[config.mk]
export PLATFORM = sky130hd
export DESIGN_NAME = sonar_scan_uc
export DESIGN_NICKNAME = d
export VERILOG_FILES = /design/src/rtl/sonar_scan_pkg.sv /design/src/rtl/sonar_scan_cnt.sv /design/src/rtl/sonar_scan_uc.sv
export SDC_FILE = /design/constraint.sdc
export NUM_CORES = 1
export LEC_CHECK = 0
export ABC_AREA = 1
export ABC_CLOCK_PERIOD_IN_PS = 1800
export CAP_MARGIN = 20
export CORE_MARGIN = 2
export CORE_UTILIZATION = 35
export DETAILED_ROUTE_END_ITERATION = 8
export GPL_ROUTABILITY_DRIVEN = 0
export PLACE_DENSITY = 0.63
export REMOVE_ABC_BUFFERS = 1
export SLEW_MARGIN = 20
export SYNTH_ARGS = -nofsm -noshare
export SYNTH_HDL_FRONTEND = slang
export SYNTH_SLANG_ARGS = --single-unit
[constraint.sdc]
create_clock -name clock -period 1.8 [get_ports clock]
set_input_delay 0.36 -clock clock [delete_from_list [all_inputs] [get_ports clock]]
set_output_delay 0.36 -clock clock [all_outputs]
set_load 0.01 [all_outputs]
[src/rtl/sonar_scan_pkg.sv]
// Shared types for the sonar scan control unit: state codes and
// the index-width helper used for the channel and character ports.
package sonar_scan_pkg;

    localparam logic [3:0] C_INICIAL    = 4'd0;
    localparam logic [3:0] C_PREPARA    = 4'd1;
    localparam logic [3:0] C_DISPARA    = 4'd2;
    localparam logic [3:0] C_AGUARDA    = 4'd3;
    localparam logic [3:0] C_TRANSMITE  = 4'd4;
    localparam logic [3:0] C_ESPERA     = 4'd5;
    localparam logic [3:0] C_PROX_CHAR  = 4'd6;
    localparam logic [3:0] C_PROX_CANAL = 4'd7;
    localparam logic [3:0] C_INTERVALO  = 4'd8;
    localparam logic [3:0] C_FINAL      = 4'd9;

    typedef enum logic [3:0] {
        ST_INICIAL    = C_INICIAL,
        ST_PREPARA    = C_PREPARA,
        ST_DISPARA    = C_DISPARA,
        ST_AGUARDA    = C_AGUARDA,
        ST_TRANSMITE  = C_TRANSMITE,
        ST_ESPERA     = C_ESPERA,
        ST_PROX_CHAR  = C_PROX_CHAR,
        ST_PROX_CANAL = C_PROX_CANAL,
        ST_INTERVALO  = C_INTERVALO,
        ST_FINAL      = C_FINAL
    } state_t;

    // Index width for a count of n items, never below one bit.
    function automatic int idx_width(input int n);
        return (n > 1) ? $clog2(n) : 1;
    endfunction

endpackage

[src/rtl/sonar_scan_cnt.sv]
// Modulo-M counter with synchronous clear, count enable and a
// terminal-count flag raised while the count sits at M-1.
module sonar_scan_cnt #(
    parameter int M = 16
) (
    input  logic clock,
    input  logic reset,
    input  logic clear,
    input  logic enable,
    output logic tc
);

    localparam int W = (M > 1) ? $clog2(M) : 1;

    logic [W-1:0] value;

    assign tc = (value == W'(M - 1));

    // Count register: clear dominates enable, wraps after M-1.
    always_ff @(posedge clock or posedge reset) begin
        if (reset) begin
            value <= '0;
        end else if (clear) begin
            value <= '0;
        end else if (enable) begin
            value <= tc ? '0 : value + W'(1);
        end
    end

endmodule

[src/rtl/sonar_scan_uc.sv]
// Sonar sweep control unit: round-robin trigger, echo wait and per-channel
// character transmission. Optional macro RETRY_EN retries a timed-out channel once.
module sonar_scan_uc
    import sonar_scan_pkg::*;
#(
    parameter int N_CANAIS    = 2,
    parameter int N_CHARS     = 4,
    parameter int TIMEOUT_MED = 1500000,
    parameter int INTERVALO   = 50000000
) (
    input  logic                              clock,
    input  logic                              reset,
    input  logic                              mensurar,
    input  logic                              continuo,
    input  logic                              parar,
    input  logic                              fim_medida,
    input  logic                              fim_digito,
    output logic                              zera,
    output logic                              comeca_medida,
    output logic                              partida,
    output logic [idx_width(N_CANAIS)-1:0]    canal,
    output logic [idx_width(N_CHARS)-1:0]     indice_char,
    output logic [N_CANAIS-1:0]               erro_canal,
    output logic                              fim_varredura,
    output logic                              pronto,
    output logic                              ocupado,
    output logic [3:0]                        db_estado
);

    localparam int CW = idx_width(N_CANAIS);
    localparam int IW = idx_width(N_CHARS);
    localparam logic [CW-1:0] CANAL_ULT = CW'(N_CANAIS - 1);
    localparam logic [IW-1:0] CHAR_ULT  = IW'(N_CHARS - 1);

    state_t state;
    state_t next;

    logic stop_q;
    logic stop_req;
    logic tmo_clr;
    logic tmo_en;
    logic tmo_tc;
    logic int_clr;
    logic int_en;
    logic int_tc;
    logic canal_clr;
    logic canal_inc;
    logic idx_clr;
    logic idx_inc;
    logic erro_set;
    logic erro_clr;
    logic stop_clr;
    logic last_canal;
    logic last_char;

`ifdef RETRY_EN
    logic retry_q;
    logic retry_set;
    logic retry_clr;
`endif

    // A stop pending in the latch or arriving this cycle both count.
    assign stop_req   = stop_q | parar;
    assign last_canal = (canal == CANAL_ULT);
    assign last_char  = (indice_char == CHAR_ULT);
    assign int_clr    = (state != ST_INTERVALO);
    assign ocupado    = (state != ST_INICIAL);
    assign db_estado  = state;

    sonar_scan_cnt #(.M(TIMEOUT_MED)) u_tmo (
        .clock  (clock),
        .reset  (reset),
        .clear  (tmo_clr),
        .enable (tmo_en),
        .tc     (tmo_tc)
    );

    sonar_scan_cnt #(.M(INTERVALO)) u_int (
        .clock  (clock),
        .reset  (reset),
        .clear  (int_clr),
        .enable (int_en),
        .tc     (int_tc)
    );

    // State register.
    always_ff @(posedge clock or posedge reset) begin
        if (reset) begin
            state <= ST_INICIAL;
        end else begin
            state <= next;
        end
    end

    // Channel, character, error and stop-latch registers.
    always_ff @(posedge clock or posedge reset) begin
        if (reset) begin
            canal       <= '0;
            indice_char <= '0;
            erro_canal  <= '0;
            stop_q      <= 1'b0;
        end else begin
            if (canal_clr) begin
                canal <= '0;
            end else if (canal_inc) begin
                canal <= canal + CW'(1);
            end
            if (idx_clr) begin
                indice_char <= '0;
            end else if (idx_inc) begin
                indice_char <= indice_char + IW'(1);
            end
            if (erro_clr) begin
                erro_canal <= '0;
            end else if (erro_set) begin
                erro_canal[canal] <= 1'b1;
            end
            if (stop_clr) begin
                stop_q <= 1'b0;
            end else if (parar) begin
                stop_q <= 1'b1;
            end
        end
    end

`ifdef RETRY_EN
    // Marks that the current channel has already used its one retry.
    always_ff @(posedge clock or posedge reset) begin
        if (reset) begin
            retry_q <= 1'b0;
        end else if (retry_clr) begin
            retry_q <= 1'b0;
        end else if (retry_set) begin
            retry_q <= 1'b1;
        end
    end
`endif

    // Next-state and output decode.
    always_comb begin
        next          = state;
        zera          = 1'b0;
        comeca_medida = 1'b0;
        partida       = 1'b0;
        fim_varredura = 1'b0;
        pronto        = 1'b0;
        tmo_clr       = 1'b0;
        tmo_en        = 1'b0;
        int_en        = 1'b0;
        canal_clr     = 1'b0;
        canal_inc     = 1'b0;
        idx_clr       = 1'b0;
        idx_inc       = 1'b0;
        erro_set      = 1'b0;
        erro_clr      = 1'b0;
        stop_clr      = 1'b0;
`ifdef RETRY_EN
        retry_set     = 1'b0;
        retry_clr     = 1'b0;
`endif
        case (state)
            ST_INICIAL: begin
                zera      = 1'b1;
                canal_clr = 1'b1;
                idx_clr   = 1'b1;
                stop_clr  = 1'b1;
`ifdef RETRY_EN
                retry_clr = 1'b1;
`endif
                if (mensurar) begin
                    erro_clr = 1'b1;
                    next     = ST_PREPARA;
                end
            end
            ST_PREPARA: begin
                zera    = 1'b1;
                idx_clr = 1'b1;
                tmo_clr = 1'b1;
                next    = ST_DISPARA;
            end
            ST_DISPARA: begin
                comeca_medida = 1'b1;
                next          = ST_AGUARDA;
            end
            ST_AGUARDA: begin
                tmo_en = 1'b1;
                if (fim_medida) begin
                    next = ST_TRANSMITE;
                end else if (tmo_tc) begin
`ifdef RETRY_EN
                    if (!retry_q) begin
                        retry_set = 1'b1;
                        next      = ST_PREPARA;
                    end else begin
                        erro_set = 1'b1;
                        next     = ST_PROX_CANAL;
                    end
`else
                    erro_set = 1'b1;
                    next     = ST_PROX_CANAL;
`endif
                end
            end
            ST_TRANSMITE: begin
                partida = 1'b1;
                next    = ST_ESPERA;
            end
            ST_ESPERA: begin
                if (fim_digito) begin
                    next = ST_PROX_CHAR;
                end
            end
            ST_PROX_CHAR: begin
                if (last_char) begin
                    next = ST_PROX_CANAL;
                end else begin
                    idx_inc = 1'b1;
                    next    = ST_TRANSMITE;
                end
            end
            ST_PROX_CANAL: begin
`ifdef RETRY_EN
                retry_clr = 1'b1;
`endif
                if (last_canal) begin
                    fim_varredura = 1'b1;
                    canal_clr     = 1'b1;
                    if (stop_req || !continuo) begin
                        next = ST_FINAL;
                    end else begin
                        next = ST_INTERVALO;
                    end
                end else begin
                    canal_inc = 1'b1;
                    if (stop_req) begin
                        next = ST_FINAL;
                    end else begin
                        next = ST_PREPARA;
                    end
                end
            end
            ST_INTERVALO: begin
                int_en = 1'b1;
                if (stop_req) begin
                    next = ST_FINAL;
                end else if (int_tc) begin
                    erro_clr = 1'b1;
                    next     = ST_PREPARA;
                end
            end
            ST_FINAL: begin
                pronto = 1'b1;
                next   = ST_INICIAL;
            end
            default: begin
                next = ST_INICIAL;
            end
        endcase
    end

endmodule

==> reports/results.txt, run 1 <==
required time worst endpoint -> 1.44 ns
clock latency on the worst-skew pair -> 0.35 ns
average via count per standard cell -> 4.65
Die Span X -> 103 um
CP Capture Type -> primary output
placed wire-length estimate -> 6030 um
number of rows created at floorplan -> 36
Placement Cell Area -> 3900 um2
IO Pins -> 22
vias after detailed routing -> 3,104
DR WL/cell -> 12.2 um
number of register bits inferred by synthesis -> 57
crit path max-delay cell type -> dfrtp_2
Power Total -> 4.37 mW
post-synthesis instance area -> 3440 um2
number of buffers added on ports -> 21
Ys Warns -> 0
worst flop-to-flop path startpoint -> db_estado[3]
vertical die dimension -> 103 um
largest incremental delay on the critical path -> 0.47 ns
Syn Area/Cell -> 7.18 um2
number of max-slew violations in the final report -> 0
H-tree depth -> 3
wire length of the first global-routing pass -> 13,300 um
sequential cell area in the final layout -> 1430 um2
classification of the worst-slack hold path -> in2async
Core Area -> 9680 um2
Placed Instances -> 643
multi-input logic area -> 1810 um2
number of buffers inserted during clock tree synthesis -> 9
Max Cap Viol -> 0
crit-path cells -> nor2_4, inv_1, nor2_4, inv_2, clkbuf_2
crit path launch -> db_estado[0]
share of Yosys cell area claimed by the top area cell type -> 41.4%
Peak Freq -> 0.575 GHz
maximum number of pins on one net before global-route repair -> 40
critical path class -> reg2out
initial standard-cell utilization of the core -> 35.6%
library cell used as clock root buffer -> clkbuf_8
area growth from synthesis to layout -> 22.6%
worst clock skew -> 0.00609 ns
DRC -> 0
DRT antenna net count -> 0
type of origin of the critical path -> flop
cell type with the highest occurrence count on the critical path -> nor2_4
post-detailed-routing wire length -> 8150 um
number of global-route vias before repair -> 2,988
final instance count without filler cells -> 667
part of the Yosys area used for sequential elements -> 41.4%
clock transition at the registers of the reported paths -> 0.07 ns
Bufs on Longest Clock Path -> 2
depth of the worst register-to-register path -> 8
number of fill cells -> 974
DR iter-0 viols -> 89
n_diodes -> 0
full die area -> 10,700 um2
Final period util -> 96.7%
cell leakage power -> 1.78 nW
number of hold violations in the final report -> 0
Final setup violation count -> 0
cell types occupying the most area after synthesis -> dfrtp_1, nand2_1, nor2_1
layout cell share with drive strength beyond 1 -> 16.9%
worst hold slack across all endpoints -> 0.273 ns
post-synth top area cell -> dfrtp_1
clock tree from TritonCTS -> built
status -> complete, no violations
remaining global-route overflow -> 0
final standard cell utilization of the core -> 43.6%
gate count of the mapped netlist -> 480
time the worst path needs with I/O delays and setup -> 1.74 ns
total number of clock tree sinks -> 57
final net count -> 539
number of antenna violations at the first check in global routing -> 0
worst max-slew margin expressed relative to the limit -> 67.6%
biggest fanout along the worst timing path -> 6
first-pass iteration count of the detailed router -> 4
GRT Util Overall -> 16.3%
arrival time reported for the critical path endpoint -> 1.38 ns
worst voltage drop across the vdd grid -> 0.538 mV
post-synthesis cell type count -> 33
worst-margin pin slew -> 0.482 ns
post-route cell area -> 4220 um2
power density of the placed cells -> 1030 nW/um2
## sequential cells by signal, indices dropped and copies added (netlist names)
signal and flops:
u_int.value 26, db_estado 4, stop_q 1, indice_char 2, canal 1, erro_canal 2
u_tmo.value 21
## what timing repair did
item | CTS | global route
endpoints found under the setup margin | 7 | 10
pin swaps | 0 | 3
gates resized for setup | 16 | 30
hold endpoints to repair | 0 | 0
setup buffers | 6 | 2
hold buffers | 0 | 0
## path summary, 6_finish.rpt
| kind | slack (ns) | end |
|---|---|---|
| min in group clock | 0.46 | u_int.value[0] |
| min reg2reg | 0.46 | u_int.value[0] |
| min | 0.27 | u_tmo.value[17] |
| max reg2reg | 0.19 | u_tmo.value[6] |
| max | 0.06 | ocupado |
| max in group asynchronous | 1.03 | db_estado[3] |
## synth_stat cells (all sizes together)
cell    number
o21bai       1
nand2      130
clkbuf       1
a21oi       16
clkinv       1
o22ai        3
o21ai       23
buf          3
and2         2
nand3b       2
nor3         7
nand4        8
xor2        13
ha           3
nand3       36
nor4         1
a31oi        2
dfrtp       57
nor2       101
inv         60
xnor2        4
nor3b        6
## cells in the final DEF, fill, tap and decap left out, types with 10 or more instances in the layout
cell type | synthesis | routed
dfrtp_1 | 57 | 54
xor2_1 | 13 | 13
a21oi_1 | 15 | 15
clkbuf_8 | 0 | 11
buf_4 | 1 | 19
o21ai_0 | 17 | 16
inv_1 | 59 | 55
nand2_1 | 122 | 119
nor2_4 | 8 | 11
nor2_2 | 6 | 10
nand3_1 | 35 | 35
clkdlybuf4s50_1 | 0 | 12
nor2_1 | 87 | 80
nand2_2 | 8 | 10
## layout make-up
cell class | instances | share of cell area (%)
Clock buffer | 11 | 3.58
Clock inverter | 5 | 1.84
Inverter | 61 | 5.42
Multi-Input combinational cell | 358 | 42.9
Sequential cell | 57 | 33.9
Tap cell | 133 | 3.94
Timing Repair Buffer | 42 | 8.47
## logic make-up after synthesis
group | count (synthesis) | share of synthesized area, %
AOI/OAI and AO/OA | 45 | 7.23
DFF | 57 | 41.4
xor gates and xnor gates | 17 | 4.32
buffers and inverters | 65 | 7.45
and+or+nand+nor | 293 | 38.5
adders and majority gates | 3 | 1.09
## power by group
| part | switching (mW) | total, mW | internal [mW] |
|---|---|---|---|
| clock | 0.546 | 1.39 | 0.849 |
| sequential | 0.115 | 1.51 | 1.39 |
| combinational | 0.866 | 1.47 | 0.602 |
| total | 1.53 | 4.37 | 2.84 |
## critical path: cells and delay by family (launching register included)
family | cells | cell delay, ns
DFF | 1 | 0.47
buffers and inverters | 3 | 0.27
and+or+nand+nor | 2 | 0.29
## metrics by stage
step / worst slack (ns) / setup TNS, ns
global route: -0.00590 / -0.0123
CTS: -0.0446 / -0.104
floorplan: 0.0404 / 0
global placement: 0.0893 / 0
finish: 0.0598 / 0
detailed placement: 0.0292 / 0
## metal layers
layer | vias up | track usage [%] | routed length [um]
li1 | 1617 | - | -
met1 | 1429 | 19.7 | 3730
met2 | 49 | 27.3 | 4030
met3 | 9 | 6.38 | 333
met4 | 0 | 4.15 | 61
met5 | - | 0 | 0
(Power assumes the default switching activity.)
==> run 2: changes to the inputs <==
Settings changed: CTS_CLUSTER_DIAMETER from default to 100.
==> results of run 2 <==
The final DEF is identical to that of run 1; final timing and power are the same.
